## src/rtl/fetch_pc_unit.sv

```systemverilog
// Fetch-stage PC generator with an in-order prediction queue and mispredict redirect.
// Optional statistics counters are built when FETCH_PC_STATS_EN is defined.
module fetch_pc_unit #(
  parameter int unsigned          ADDR_SIZE = 32,
  parameter int unsigned          DEPTH     = 4,
  parameter logic [ADDR_SIZE-1:0] RESET_PC  = '0
) (
  input  logic                 clk,
  input  logic                 rst,
  input  logic                 stall_i,
  input  logic                 bp_hit_i,
  input  logic                 bp_taken_i,
  input  logic [ADDR_SIZE-1:0] bp_target_i,
  input  logic                 res_valid_i,
  input  logic                 res_is_branch_i,
  input  logic                 res_taken_i,
  input  logic [ADDR_SIZE-1:0] res_target_i,
  output logic [ADDR_SIZE-1:0] pc_o,
  output logic                 pc_valid_o,
  output logic                 flush_o,
  output logic                 queue_full_o,
  output logic [15:0]          branch_cnt_o,
  output logic [15:0]          mispredict_cnt_o
);

  localparam int unsigned IDX_W = $clog2(DEPTH);
  localparam int unsigned PTR_W = IDX_W + 1;
  localparam int unsigned CNT_W = 16;

  typedef struct packed {
    logic [ADDR_SIZE-1:0] pc;
    logic [ADDR_SIZE-1:0] pred_next;
  } pq_entry_t;

  pq_entry_t            mem_q [DEPTH];
  logic [PTR_W-1:0]     rd_q, rd_d, wr_q, wr_d;
  logic [ADDR_SIZE-1:0] pc_q, pc_d;
  logic                 flush_q, flush_d;

  pq_entry_t            head;
  logic                 q_empty, q_full, pop, mispredict, issue;
  logic [ADDR_SIZE-1:0] pred_next, actual_next;

  // Source selection, resolve comparison and issue qualification
  always_comb begin
    q_empty     = (rd_q == wr_q);
    q_full      = (rd_q[IDX_W-1:0] == wr_q[IDX_W-1:0]) && (rd_q[IDX_W] != wr_q[IDX_W]);
    head        = mem_q[rd_q[IDX_W-1:0]];
    pred_next   = (bp_hit_i && bp_taken_i) ? bp_target_i : pc_q + ADDR_SIZE'(4);
    pop         = res_valid_i && !q_empty;
    actual_next = (res_is_branch_i && res_taken_i) ? res_target_i : head.pc + ADDR_SIZE'(4);
    mispredict  = pop && (actual_next != head.pred_next);
    issue       = !stall_i && !(q_full && !res_valid_i) && !mispredict;
  end

  // Next-state: a redirect overrides both the predictor and stall, and empties the queue
  always_comb begin
    pc_d    = pc_q;
    rd_d    = rd_q;
    wr_d    = wr_q;
    flush_d = 1'b0;
    if (mispredict) begin
      pc_d    = actual_next;
      rd_d    = '0;
      wr_d    = '0;
      flush_d = 1'b1;
    end else begin
      if (issue) begin
        pc_d = pred_next;
        wr_d = wr_q + PTR_W'(1);
      end
      if (pop) begin
        rd_d = rd_q + PTR_W'(1);
      end
    end
  end

  always_ff @(posedge clk) begin
    if (!rst) begin
      pc_q    <= RESET_PC;
      rd_q    <= '0;
      wr_q    <= '0;
      flush_q <= 1'b0;
    end else begin
      pc_q    <= pc_d;
      rd_q    <= rd_d;
      wr_q    <= wr_d;
      flush_q <= flush_d;
    end
  end

  // Queue storage needs no reset; validity is tracked by the pointers
  always_ff @(posedge clk) begin
    if (issue) begin
      mem_q[wr_q[IDX_W-1:0]] <= '{pc: pc_q, pred_next: pred_next};
    end
  end

  assign pc_o         = pc_q;
  assign flush_o      = flush_q;
  assign pc_valid_o   = issue;
  assign queue_full_o = q_full;

`ifdef FETCH_PC_STATS_EN
  logic [CNT_W-1:0] branch_cnt_q, mispredict_cnt_q;

  // Saturating event counters
  always_ff @(posedge clk) begin
    if (!rst) begin
      branch_cnt_q     <= '0;
      mispredict_cnt_q <= '0;
    end else begin
      if (pop && res_is_branch_i && (branch_cnt_q != {CNT_W{1'b1}})) begin
        branch_cnt_q <= branch_cnt_q + CNT_W'(1);
      end
      if (mispredict && (mispredict_cnt_q != {CNT_W{1'b1}})) begin
        mispredict_cnt_q <= mispredict_cnt_q + CNT_W'(1);
      end
    end
  end

  assign branch_cnt_o     = branch_cnt_q;
  assign mispredict_cnt_o = mispredict_cnt_q;
`else
  assign branch_cnt_o     = '0;
  assign mispredict_cnt_o = '0;
`endif

endmodule

```

## config.mk

```make
export PLATFORM = sky130hd
export DESIGN_NAME = fetch_pc_unit
export DESIGN_NICKNAME = d
export VERILOG_FILES = /design/src/rtl/fetch_pc_unit.sv
export SDC_FILE = /design/constraint.sdc
export NUM_CORES = 1
export LEC_CHECK = 0
export CAP_MARGIN = 20
export CORE_ASPECT_RATIO = 1.25
export CORE_MARGIN = 5
export CORE_UTILIZATION = 50
export CTS_CLUSTER_SIZE = 24
export DETAILED_ROUTE_END_ITERATION = 8
export PLACE_DENSITY = 0.81
export SYNTH_ARGS = -nofsm -noshare
export SYNTH_HDL_FRONTEND = slang
export SYNTH_SLANG_ARGS = --single-unit
```

## constraint.sdc

```tcl
create_clock -name clk -period 9.7 [get_ports clk]
set_clock_uncertainty 0.2 [all_clocks]
set_input_delay 1.94 -clock clk [delete_from_list [all_inputs] [get_ports clk]]
set_output_delay 1.94 -clock clk [all_outputs]
set_load 0.05 [all_outputs]
```

==> results.md <==
- Worst setup SP type: input pin
- N_diodes: 0
- Seq/Total Area, Yosys: 0.589
- Most used cell, CP: or4_1
- TritonCTS buffer count: 26
- Ys async rst share: 0
- Final nets: 1238
- Worst Setup Path Type: in -> out
- Post-CTS resize count: 0
- WP buf/inv: 2
- Synth Flop Type: edfxtp_1
- Clock Sinks: 297
- # setup viols final: 0
- CTS tree: done
- Number of global-route vias before repair: 9585
- Power density cells: 195 mW/mm^2
- Post-synthesis cell type count: 68
- Setup TNS: 0 ns
- Initial Util: 0.507
- Slew Limit Fails: 0
- # port buffers: 106
- Initial antenna violation count: 0
- Crit path required time: 7.56 ns
- Max Fclk: 0.119 GHz
- Hpwl dp: 27000 um
- CP delay by family, top: simple AND/OR/NAND/NOR gates
- Postcts setup bufs: 0
- Int Pwr: 2390 uW
- Post-synth EDFFs: 256
- Sw power: 880 uW
- Comb pwr share: 0.167
- Global placement routability congestion: 0.947
- IO Count: 139
- Fillers: 2152
- Register bit total from synthesis: 297
- Post-synth top area cell: edfxtp_1
- Slew HR: 0.425
- Critical Path Sink Type: output pin
- Final Core Density: 0.588
- R2R Setup Slk: 2.90 ns
- Layout cell share with drive strength beyond 1: 0.124
- Switch share: 0.269
- Area Overhead vs Synth: 16.1%
- Clock Tree Buf Depth: 3
- Count of final hold-check violations: 0
- Status: completed
- Tightest Pin Transition: 0.841 ns
- Data arrival time of the critical path: 6.28 ns
- Root Buffer: clkbuf_16
- Post-synth top cells: edfxtp_1 (256), nor2_1 (69), xnor2_1 (61)
- Mapped Area: 0.0144 mm^2
- Minimum clock period: 8.42 ns
- Die X: 162 um
- Yosys warnings: 0
- Via count: 9898
- Hold Crit Class: reg -> reg
- CP peak stage delay: 0.60 ns
- Clk slew on worst S/H paths: 0.06 ns
- Post-Synthesis Cells: 1057
- First-pass iteration count of the detailed router: 6
- P_leak: 0.00540 uW
- Global-route wire length before repair: 59100 um
- Synth top area cells: edfxtp_1 (53%), mux4_2 (8.0%), dfxtp_1 (5.7%)
- Die height: 200 um
- Core area: 0.0285 mm^2
- Post-route insts no fill: 1534
- CP Max Fanout: 21
- Clock power frac: 0.357
- Largest net degree at the start of global routing: 65
- Site Rows: 69
- RSZ-0062 raised after global routing: false
- Clock latency on the worst-skew pair: 0.54 ns
- GRT Total Usage: 0.242
- Routed len/inst: 26.2 um
- DRC: 0
- Most frequent cell after synthesis: edfxtp_1
- Synth top area share: 0.532
- Routed WL: 40200 um
- Via density per instance: 6.45
- Die area: 0.0324 mm^2
- CTS H-Tree Depth: 1
- Period utilization: 0.868
- ANT nets after route: 0
- Sequential share of power: 0.477
- Crit-path slowest cell: or4_1
- Crit-path cells: clkdlybuf4s50_1, nand2_2, mux2_4, a22o_1, or4_1, a221o_1, or4_1, or4_1, or4_1, a21oi_2, buf_12
- Overflow after GRT: 0
- CTS Hold Bufs: 0
- Placed cell count: 1485
- Worst VDD drop: 0.122 mV
- Mean Syn Cell Area: 13.7 um^2
- DRT iter0 DRCs: 1194
- Max Cap Viol: 0
-- cells by family (layout without fill, tap and decap cells) --
kind of cell / Yosys count / count (layout) / synth area share
flip-flops: 297 / 297 / 0.589
AO/OA/AOI/OAI: 175 / 175 / 0.0805
XOR/XNOR: 91 / 91 / 0.0561
adder cells (fa/ha/maj): 7 / 7 / 0.00606
multiplexers: 97 / 97 / 0.127
buffers and inverters: 99 / 190 / 0.0396
AND/OR/NAND/NOR: 290 / 290 / 0.101
other: 1 / 32 / 0.000260
-- routing by layer --
metal,GRT usage,vias up,routed length (um)
met2,0.399,579,19300
li1,-,4286,-
met1,0.322,4920,15300
met4,0.0968,0,1740
met5,0,-,0
met3,0.0462,113,3840
-- placed cells by master, fill, tap and decap left out, types with 6 or more instances in the layout --
cell type | Yosys | layout
o2111ai_1 | 10 | 10
xnor2_1 | 61 | 61
or3_1 | 7 | 7
ha_1 | 7 | 7
and2_1 | 13 | 10
mux2_2 | 10 | 10
dfxtp_1 | 41 | 39
a2111oi_0 | 7 | 7
xor2_1 | 29 | 29
clkdlybuf4s50_1 | 0 | 105
inv_1 | 14 | 14
mux4_1 | 13 | 13
nor4_1 | 18 | 17
clkbuf_16 | 0 | 27
buf_4 | 33 | 19
nand2b_1 | 6 | 6
bufinv_16 | 0 | 7
conb_1 | 1 | 32
and3_1 | 8 | 8
o32ai_1 | 6 | 6
mux2i_1 | 22 | 22
mux4_2 | 51 | 51
or2_2 | 6 | 6
nand3_1 | 36 | 36
edfxtp_1 | 256 | 256
nand4_1 | 23 | 23
clkbuf_1 | 30 | 6
nor3_1 | 20 | 20
nand2_1 | 60 | 58
a21oi_1 | 58 | 56
nor2_1 | 69 | 69
o21ai_0 | 31 | 31
a211oi_1 | 11 | 11
or4_1 | 10 | 10
-- worst paths after layout --
check / startpoint / to / cells after the start
min: rd_q[0] / flop / 2
min reg2reg: rd_q[0] / flop / 2
max reg2reg: flop / mem_q[2][53] / 13
max: res_taken_i / pc_valid_o / 11
-- registers in the layout, summed over array words and instances, names as in the netlist, named ones only --
name and cells:
wr_q 3, mem_q 256, flush_o 1, pc_o 32, rd_q 3
-- per-stage QoR --
| stage | hold slack, ns | power [uW] | setup WS, ns | cell area [um^2] |
|---|---|---|---|---|
| floorplan | 0.300 | 1920 | 0.776 | 14600 |
| global placement | 0.314 | 2110 | 1.38 | 15800 |
| detailed placement | 0.340 | 2120 | 1.34 | 15800 |
| CTS | 0.353 | 3270 | 1.31 | 16800 |
| global route | 0.376 | 3360 | 1.17 | 16800 |
| finish | 0.354 | 3270 | 1.28 | 16800 |
-- power by group through the flow --
stage | Combinational, uW | Sequential, uW | Clock, uW
2_1_floorplan | 305 | 1620 | 0
3_3_place_gp | 525 | 1580 | 0
3_5_place_dp | 532 | 1590 | 0
4_1_cts | 538 | 1560 | 1170
5_1_grt | 573 | 1570 | 1220
6_report | 545 | 1560 | 1170
-- layout make-up --
type	instances	area, um^2	area share
flip-flops and latches	297	8510	0.508
multi-input cells	692	5520	0.329
repair buffers	128	1260	0.0755
clock buffers	33	698	0.0416
well taps	355	444	0.0265
clock inverters	15	269	0.0160
inverters	14	52.6	0.00313
-- worst reg2reg max path, delay by kind of cell, from the launching register on --
family,cells,cell delay (ns)
DFF,1,0.64
and+or+nand+nor,6,3.11
xor gates and xnor gates,1,0.12
muxes,1,0.40
buffers and inverters,3,1.35
AOI/OAI and AO/OA,2,0.62
(Power assumes the default switching activity.)
